### src/rtl/vga_timing_pkg.sv
// Shared 640x480@60 raster constants and helpers for the VGA timing blocks.
package vga_timing_pkg;

  localparam int COORD_W = 10;
  localparam int FRAME_W = 8;

  localparam int VGA_CLK_DIV  = 4;
  localparam int VGA_H_ACTIVE = 640;
  localparam int VGA_H_FP     = 16;
  localparam int VGA_H_SYNC   = 96;
  localparam int VGA_H_BP     = 48;
  localparam int VGA_V_ACTIVE = 480;
  localparam int VGA_V_FP     = 10;
  localparam int VGA_V_SYNC   = 2;
  localparam int VGA_V_BP     = 33;

  // Registered raster outputs, all decoded from the same position.
  typedef struct packed {
    logic               hsync;
    logic               vsync;
    logic               de;
    logic               line_start;
    logic               frame_start;
    logic [COORD_W-1:0] x;
    logic [COORD_W-1:0] y;
  } vga_beat_t;

  function automatic int timing_total(input int active, input int fp,
                                      input int sync, input int bp);
    return active + fp + sync + bp;
  endfunction

  function automatic int sync_start(input int active, input int fp);
    return active + fp;
  endfunction

  function automatic int sync_end(input int active, input int fp, input int sync);
    return active + fp + sync - 1;
  endfunction

endpackage

### src/rtl/vga_pix_prescaler.sv
// Divides the system clock into a one-clk pixel strobe; en freezes the phase.
module vga_pix_prescaler #(
  parameter int DIV = 4
) (
  input  logic i_clk,
  input  logic i_rst_n,
  input  logic i_en,
  output logic o_pix_ce
);

  localparam int DW = (DIV > 1) ? $clog2(DIV) : 1;
  localparam logic [DW-1:0] DIV_LAST = DW'(DIV - 1);

  logic [DW-1:0] r_div;
  logic          w_last;

  assign w_last   = (r_div == DIV_LAST);
  assign o_pix_ce = i_en & w_last;

  // NOTE: clocked state uses non-blocking assignments so every register samples pre-edge values.
  always_ff @(posedge i_clk or negedge i_rst_n) begin
    if (!i_rst_n) begin
      r_div <= '0;
    end else if (i_en) begin
      r_div <= w_last ? '0 : r_div + 1'b1;
    end
  end

endmodule

### src/rtl/vga_timing_ctrl.sv
// VGA raster sequencer: pixel strobe, h/v counters and registered sync/de/coordinate decode.
// Build option: define VGA_FRAME_COUNTER_EN to implement the frame_cnt counter.
module vga_timing_ctrl
  import vga_timing_pkg::*;
#(
  parameter int CLK_DIV  = VGA_CLK_DIV,
  parameter int H_ACTIVE = VGA_H_ACTIVE,
  parameter int H_FP     = VGA_H_FP,
  parameter int H_SYNC   = VGA_H_SYNC,
  parameter int H_BP     = VGA_H_BP,
  parameter int V_ACTIVE = VGA_V_ACTIVE,
  parameter int V_FP     = VGA_V_FP,
  parameter int V_SYNC   = VGA_V_SYNC,
  parameter int V_BP     = VGA_V_BP,
  parameter bit SYNC_POL = 1'b0
) (
  input  logic               clk,
  input  logic               rst_n,
  input  logic               en,
  output logic               pix_ce,
  output logic               hsync,
  output logic               vsync,
  output logic               de,
  output logic [COORD_W-1:0] x,
  output logic [COORD_W-1:0] y,
  output logic               line_start,
  output logic               frame_start,
  output logic [FRAME_W-1:0] frame_cnt
);

  localparam int H_TOTAL = timing_total(H_ACTIVE, H_FP, H_SYNC, H_BP);
  localparam int V_TOTAL = timing_total(V_ACTIVE, V_FP, V_SYNC, V_BP);

  localparam logic [COORD_W-1:0] H_LAST   = COORD_W'(H_TOTAL - 1);
  localparam logic [COORD_W-1:0] V_LAST   = COORD_W'(V_TOTAL - 1);
  localparam logic [COORD_W-1:0] H_VIS    = COORD_W'(H_ACTIVE);
  localparam logic [COORD_W-1:0] V_VIS    = COORD_W'(V_ACTIVE);
  localparam logic [COORD_W-1:0] HS_FIRST = COORD_W'(sync_start(H_ACTIVE, H_FP));
  localparam logic [COORD_W-1:0] HS_LAST  = COORD_W'(sync_end(H_ACTIVE, H_FP, H_SYNC));
  localparam logic [COORD_W-1:0] VS_FIRST = COORD_W'(sync_start(V_ACTIVE, V_FP));
  localparam logic [COORD_W-1:0] VS_LAST  = COORD_W'(sync_end(V_ACTIVE, V_FP, V_SYNC));

  logic               w_pix_ce;
  logic [COORD_W-1:0] r_h;
  logic [COORD_W-1:0] r_v;
  logic [COORD_W-1:0] w_h_nxt;
  logic [COORD_W-1:0] w_v_nxt;
  vga_beat_t          w_beat_nxt;
  vga_beat_t          r_beat;

  vga_pix_prescaler #(
    .DIV (CLK_DIV)
  ) u_prescaler (
    .i_clk    (clk),
    .i_rst_n  (rst_n),
    .i_en     (en),
    .o_pix_ce (w_pix_ce)
  );

  // Outputs are decoded from the position the counters are about to take, so
  // the registered values line up with the counters one clk after pix_ce.
  // NOTE: every signal written here gets a default first, so no latch can be inferred.
  always_comb begin
    w_h_nxt = r_h + 1'b1;
    w_v_nxt = r_v;
    if (r_h == H_LAST) begin
      w_h_nxt = '0;
      w_v_nxt = (r_v == V_LAST) ? '0 : r_v + 1'b1;
    end

    w_beat_nxt.x           = w_h_nxt;
    w_beat_nxt.y           = w_v_nxt;
    w_beat_nxt.de          = (w_h_nxt < H_VIS) && (w_v_nxt < V_VIS);
    w_beat_nxt.line_start  = (w_h_nxt == '0);
    w_beat_nxt.frame_start = (w_h_nxt == '0) && (w_v_nxt == '0);
    w_beat_nxt.hsync       = ((w_h_nxt >= HS_FIRST) && (w_h_nxt <= HS_LAST)) ? SYNC_POL : ~SYNC_POL;
    w_beat_nxt.vsync       = ((w_v_nxt >= VS_FIRST) && (w_v_nxt <= VS_LAST)) ? SYNC_POL : ~SYNC_POL;
  end

  // Reset parks the counters on the last pixel so the first strobe lands on (0,0).
  always_ff @(posedge clk or negedge rst_n) begin
    if (!rst_n) begin
      r_h                <= H_LAST;
      r_v                <= V_LAST;
      r_beat.x           <= '0;
      r_beat.y           <= '0;
      r_beat.de          <= 1'b0;
      r_beat.line_start  <= 1'b0;
      r_beat.frame_start <= 1'b0;
      r_beat.hsync       <= ~SYNC_POL;
      r_beat.vsync       <= ~SYNC_POL;
    end else if (w_pix_ce) begin
      r_h    <= w_h_nxt;
      r_v    <= w_v_nxt;
      r_beat <= w_beat_nxt;
    end
  end

  assign pix_ce      = w_pix_ce;
  assign hsync       = r_beat.hsync;
  assign vsync       = r_beat.vsync;
  assign de          = r_beat.de;
  assign x           = r_beat.x;
  assign y           = r_beat.y;
  assign line_start  = r_beat.line_start;
  assign frame_start = r_beat.frame_start;

`ifdef VGA_FRAME_COUNTER_EN
  logic [FRAME_W-1:0] r_frame_cnt;

  // Starts at all-ones so the advance into the first frame reads zero.
  always_ff @(posedge clk or negedge rst_n) begin
    if (!rst_n) begin
      r_frame_cnt <= '1;
    end else if (w_pix_ce && w_beat_nxt.frame_start) begin
      r_frame_cnt <= r_frame_cnt + 1'b1;
    end
  end

  assign frame_cnt = r_frame_cnt;
`else
  assign frame_cnt = '0;
`endif

endmodule

### config.mk
export PLATFORM = sky130hd
export DESIGN_NAME = vga_timing_ctrl
export DESIGN_NICKNAME = d
export VERILOG_FILES = /design/src/rtl/vga_timing_pkg.sv /design/src/rtl/vga_pix_prescaler.sv /design/src/rtl/vga_timing_ctrl.sv
export SDC_FILE = /design/constraint.sdc
export NUM_CORES = 1
export LEC_CHECK = 0
export CORE_ASPECT_RATIO = 0.5
export CORE_MARGIN = 2
export CORE_UTILIZATION = 50
export CTS_CLUSTER_SIZE = 28
export DETAILED_ROUTE_END_ITERATION = 7
export GPL_TIMING_DRIVEN = 0
export MAX_ROUTING_LAYER = met4
export PLACE_DENSITY = 0.75
export SLEW_MARGIN = 20
export SYNTH_ARGS = -nofsm -noshare
export SYNTH_HDL_FRONTEND = slang
export SYNTH_HIERARCHICAL = 1
export SYNTH_SLANG_ARGS = --single-unit
### constraint.sdc
create_clock -name clk -period 3.6 [get_ports clk]
set_input_delay 0.72 -clock clk [delete_from_list [all_inputs] [get_ports clk]]
set_output_delay 0.72 -clock clk [all_outputs]
set_load 0.01 [all_outputs]
* Yosys cells after proc, flatten, opt, wreduce, memory -nomap -nowiden
Cells that the tools add are included.
** Word-level totals
- Register bits after elaboration :: 47
- Output and inout port bits :: 34
- Word-level logic and storage cells :: 35
** Cells by class
- $add $sub $neg :: 3
- Order comparisons :: 6
- Eq/ne operators :: 3
- Muxes and demuxes :: 6
- Bitwise gates (word level) :: 1
- Reduce and logical (&&, ||, !) cells :: 6
** Operators by type and width (number)
- $mux W10 :: 3
- $add A10 B1 Y10 const B :: 2
- $eq A10 B10 Y1 const B :: 2
- $logic_not A10 Y1 :: 2
- $ge A10 B10 Y1 const B :: 1
- $ge A10 B9 Y1 const B :: 1
- $le A10 B10 Y1 const B :: 1
- $le A10 B9 Y1 const B :: 1
- $lt A10 B10 Y1 const B :: 1
- $lt A10 B9 Y1 const B :: 1
- $logic_and A1 B1 Y1 :: 4
- $add A2 B1 Y2 const B :: 1
- $eq A2 B2 Y1 const B :: 1
- $mux W1 :: 2
- $mux W2 :: 1
- $and A1 B1 Y1 :: 1

* Logic depth before layout (Yosys ltp)
- Depth after elaboration :: 6
- Depth in mapped cells :: 8
- Depth with buffers taken out :: 8

* By module
The synthesis kept the hierarchy.
** By module, submodules not included
- vga_timing_ctrl :: instances 1, cells an instance 267, area each 2328.5 um^2, sequential area each 890.9 um^2
- vga_pix_prescaler :: instances 1, cells an instance 7, area each 101.3 um^2, sequential area each 50.0 um^2

* Least setup slack after synthesis
Ideal clock, no wire load.
- Kind :: flip-flop to flip-flop
- Start point :: register r_h[0]
- End point :: register vsync (netlist name)
- Library setup time :: 97 ps
- Data arrival time :: 2269 ps
- Setup slack :: 1235 ps
- Stages on the path, launching flop included :: 8
- Path buffers :: 1
- Cells stage by stage :: dfstp_2 -> ha_1 -> nand4_1 -> or3_4 -> buf_6 -> o32a_1 -> nor3b_2 -> a31oi_1
** On the way
- Longest elaborated chain between the ends :: 5
** RTL lines
- start: declaration :: line vga_timing_ctrl.sv:44 : logic [COORD_W-1:0] r_h;
- start signal: assignment :: line vga_timing_ctrl.sv:93 : r_h <= w_h_nxt;
- $eq A10 B10 Y1 (*) :: line vga_timing_ctrl.sv:66 : if (r_h == H_LAST) begin
- $mux W10 (*) :: line vga_timing_ctrl.sv:66
- $ge A10 B9 Y1 or $le A10 B9 Y1 (tied branches) :: line vga_timing_ctrl.sv:77 : w_beat_nxt.vsync = ((w_v_nxt >= VS_FIRST) && (w_v_nxt <= VS_LAST)) ? SYNC_POL : ~SYNC_POL;
- $logic_and A1 B1 Y1 (*) :: line vga_timing_ctrl.sv:77
- $mux W1 (*) :: line vga_timing_ctrl.sv:77
Every way passes the cells marked *; elsewhere a longest branch is shown, timed or not.
A chain may end at the register's enable or synchronous reset.

* Worst setup path in the final report
- Start point :: register r_h[1]
- End point :: register frame_start (netlist name)
** On the way
- Longest elaborated chain between the ends :: 4
** RTL lines
- $add A10 B1 Y10 or $eq A10 B10 Y1 (tied branches) :: line vga_timing_ctrl.sv:64, vga_timing_ctrl.sv:66
- $mux W10 :: line vga_timing_ctrl.sv:66
- $logic_not A10 Y1 :: line vga_timing_ctrl.sv:75 : w_beat_nxt.frame_start = (w_h_nxt == '0) && (w_v_nxt == '0);
- $logic_and A1 B1 Y1 (*) :: line vga_timing_ctrl.sv:75
Marked as above.

==> results.txt <==
----------------------------------------------------
[Run status]
  Outcome ... complete, no violations

[Power]
  Sw Share ... 0.355
  Internal portion of total power ... ~0.97 mW
  Combinational share of power ... 0.376
  Maximum vdd ir drop ... 0.286 mV
  Cell leakage power ... ~1.2 nW
  Total net switching power ... 0.533 mW
  Flop pwr share ... 0.413
  Portion of total power attributed to the clock network ... 0.211
  Final Total Pwr ... 1.50 mW
  Power density of the placed cells ... 512 mW/mm^2

[Drt]
  Overall routed net length ... 5590 um
  Count of antenna-violating nets left after detailed routing ... 0
  Final routed wire length divided by cell count ... 14.6 um
  Starting DRT DRC Count ... 92
  DRC violation count after routing ... 0
  Router iterations before antenna repair ... 4
  Post-DR vias/cell ... 5.57
  Vias after detailed routing ... 2138

[Hold path]
  Type of the worst min-delay path ... in -> async

[Synth]
  Synthesis warning total ... 6
  Cell types with the highest counts after synthesis ... 25 x sky130_fd_sc_hd__dfrtp_1, 25 x sky130_fd_sc_hd__nor2_1, 24 x sky130_fd_sc_hd__nand2_1, 18 x sky130_fd_sc_hd__buf_4
  Number of flops mapped to enable cells by yosys ... 0
  Post-synthesis instance area ... ~0.0024 sq mm
  Most area-hungry cell type in the Yosys netlist ... sky130_fd_sc_hd__dfrtp_1
  Post-synthesis instance total ... 274
  Share of synthesized area occupied by flip-flops and latches ... 0.387
  Number of library cell types mapped by synthesis ... 55
  Synth area leaders ... sky130_fd_sc_hd__dfrtp_1 26%, sky130_fd_sc_hd__dfstp_2 13%, sky130_fd_sc_hd__buf_4 5.6%
  Flops & latches, synth ... 37
  Async SR Flop Fraction ... 1.00
  Primary flip-flop cell chosen by synthesis mapping ... sky130_fd_sc_hd__dfrtp_1
  Yosys top cell area share ... 0.257
  Syn Area/Cell ... about 8.9 sq um

[Finish]
  Area Growth Syn to Fin ... 20.6%
  Net count reported at finish ... approximately 330
  Count of non-filler cells in the finished layout ... 384
  Share of final-layout standard cells stronger than drive strength 1 ... 0.186
  Final antenna diode count ... 0

[CTS]
  Count of H-tree levels built during CTS ... 2
  Cts-stage hold buffer count ... 0
  Clock edge transition at the registers on the reported setup and hold paths ... 0.09 ns
  Clk root buf ... sky130_fd_sc_hd__clkbuf_8
  CTS tree ... built
  Number of buffers added for setup after CTS ... 0
  CTS sink count ... 37
  Number of clock buffers inserted by TritonCTS ... 5
  Max clock buf depth ... 2
  PostCTS Resize Cnt ... 0
  Clock Latency Late Sink ... about 0.30 ns

[Floorplan]
  Starting density of the core ... 0.536
  Ports ... 37
  Die H ... roughly 53 um
  Die Wd ... slightly above 100 um
  Total Die Area ... 0.00547 sq mm
  Placeable core area ... 0.00453 sq mm
  Std-Cell Rows ... 17

[Flow run]
  MaxCap Viol Count ... 0

[GRT]
  Initial antenna violation count ... 0
  Total routing resource utilization after global routing ... 0.234
  Via count of the first global-routing pass ... 1978
  Remaining Overflow, GRT ... 0
  Wire length of the first global-routing pass ... 9400 um
  Pin count of the biggest net entering global routing ... 30

[Place]
  Final HPWL DP ... between 4000 and 5000 um
  Number of port buffers ... 28
  Placer Congestion ... a little under 1
  Total instance count after detailed placement ... 376

[Setup path]
  Number of cells traversed by the worst register-to-register path ... 8
  Worst-path maximum fanout ... 10
  Endpoint arrival time on the critical path ... just over 3 ns
  Element type at the critical path start ... flop
  Slack of the worst reg-to-reg path ... 0.79 ns
  Data required time at the worst endpoint ... 3.81 ns
  Endpoint type of the worst setup path ... flop
  Kind of critical path ... reg -> reg

[Timing]
  Setup TNS Final ... 0 ns
  RSZ-0062 raised after global routing ... no
  Headroom to the max-slew limit ... 0.622
  Worst clock skew on the final layout ... between 0.015 and 0.02 ns
  Transition time at the pin with the least slew margin ... 0.567 ns
  Number of failing hold endpoints at the final stage ... 0
  Maximum achievable frequency ... 356 MHz
  Post-route minimum period ... between 2 and 3 ns
  Number of pins exceeding their max-slew limit in the final report ... 0
  Setup-failing EPs final ... 0
  Crit share post-route ... 0.780

----------------------------------------------------
-- cells by family (layout without fill, tap and decap cells) --
group / count (synthesis) / count (layout) / share of synthesized area
DFF: 37 / 37 / 0.387
buffers and inverters: 47 / 84 / 0.109
and+or+nand+nor: 103 / 103 / 0.226
other: 1 / 8 / 0.00154
AOI/OAI and AO/OA: 60 / 60 / 0.170
muxes: 6 / 6 / 0.0268
xor gates and xnor gates: 15 / 15 / 0.0541
adders and majority gates: 5 / 5 / 0.0257
-- metrics by stage --
step / setup slack [ns] / hold WS (ns) / area [sq um] / util
6_report: 0.793 / 0.278 / 2930 / 0.647
5_1_grt: 0.646 / 0.279 / 2930 / 0.647
4_1_cts: 0.827 / 0.275 / 2930 / 0.647
3_5_place_dp: 0.848 / 0.481 / 2830 / 0.626
3_3_place_gp: 0.856 / 0.465 / 2820 / 0.622
2_1_floorplan: 1.23 / 0.424 / 2460 / -
-- layout make-up --
cell class / instances / area, sq um
Timing Repair Buffer: 29 / 295
Sequential cell: 37 / 941
Fill cell: 411 / 1600
Tap cell: 66 / 82.6
Buffer: 34 / 215
Clock buffer: 6 / 82.6
Clock inverter: 2 / 13.8
Inverter: 13 / 48.8
Multi-Input combinational cell: 197 / 1250
-- power groups by stage --
| stage | combinational (mW) | sequential (mW) | clock [mW] |
|---|---|---|---|
| CTS | 0.567 | 0.620 | 0.329 |
| global placement | 0.552 | 0.621 | 0 |
| global route | 0.630 | 0.632 | 0.345 |
| finish | 0.565 | 0.620 | 0.317 |
| floorplan | 0.327 | 0.641 | 0 |
| detailed placement | 0.563 | 0.627 | 0 |
-- placed cells by master, fill, tap and decap left out, drive strengths merged, types with 3 or more instances in the layout --
master	count
nand3	9
a21oi	16
xor2	5
nand4	11
xnor2	10
nand2b	3
or3	3
a31oi	5
conb	8
o211ai	3
ha	5
o31ai	5
dfrtp	25
nor3	8
clkdlybuf4s50	27
clkbuf	14
buf	28
nor4	7
nor2	25
mux2i	5
and3	3
o21ai	16
nand2	24
inv	13
dfstp	12
-- sequential cells by signal (all words and copies together), names as in the netlist, 2 cells and up --
signal             flops
y                      3
u_prescaler/r_div      2
r_v                   10
r_h                   10
x                      7
-- final timing paths --
check | start | to
max in group asynchronous | rst_n | r_h[8]
setup reg to reg | r_h[1] | frame_start
hold reg to reg | vsync | vsync
min in group clk | vsync | vsync
setup / recovery | r_h[1] | frame_start
hold / removal | rst_n | r_v[1]
-- metal layers --
metal | vias up | GRT usage | part of all wire
met3 | 9 | 0.0423 | 0.057
met5 | - | - | 0
met2 | 81 | 0.351 | 0.45
met1 | 1007 | 0.318 | 0.48
met4 | 0 | 0.0867 | 0.011
li1 | 1041 | - | -
-- worst max-delay path, stage by stage (launching register included) --
cell and delay, ns:
sky130_fd_sc_hd__dfstp_2 0.58, sky130_fd_sc_hd__ha_1 0.29, sky130_fd_sc_hd__nand4_1 0.38, sky130_fd_sc_hd__nor3_4 0.44, sky130_fd_sc_hd__buf_2 0.29, sky130_fd_sc_hd__o21ai_0 0.15, sky130_fd_sc_hd__a21oi_2 0.25, sky130_fd_sc_hd__nand4_1 0.15
sky130_fd_sc_hd__o31ai_2 0.19
No activity file was read; power rests on OpenSTA's default activity.
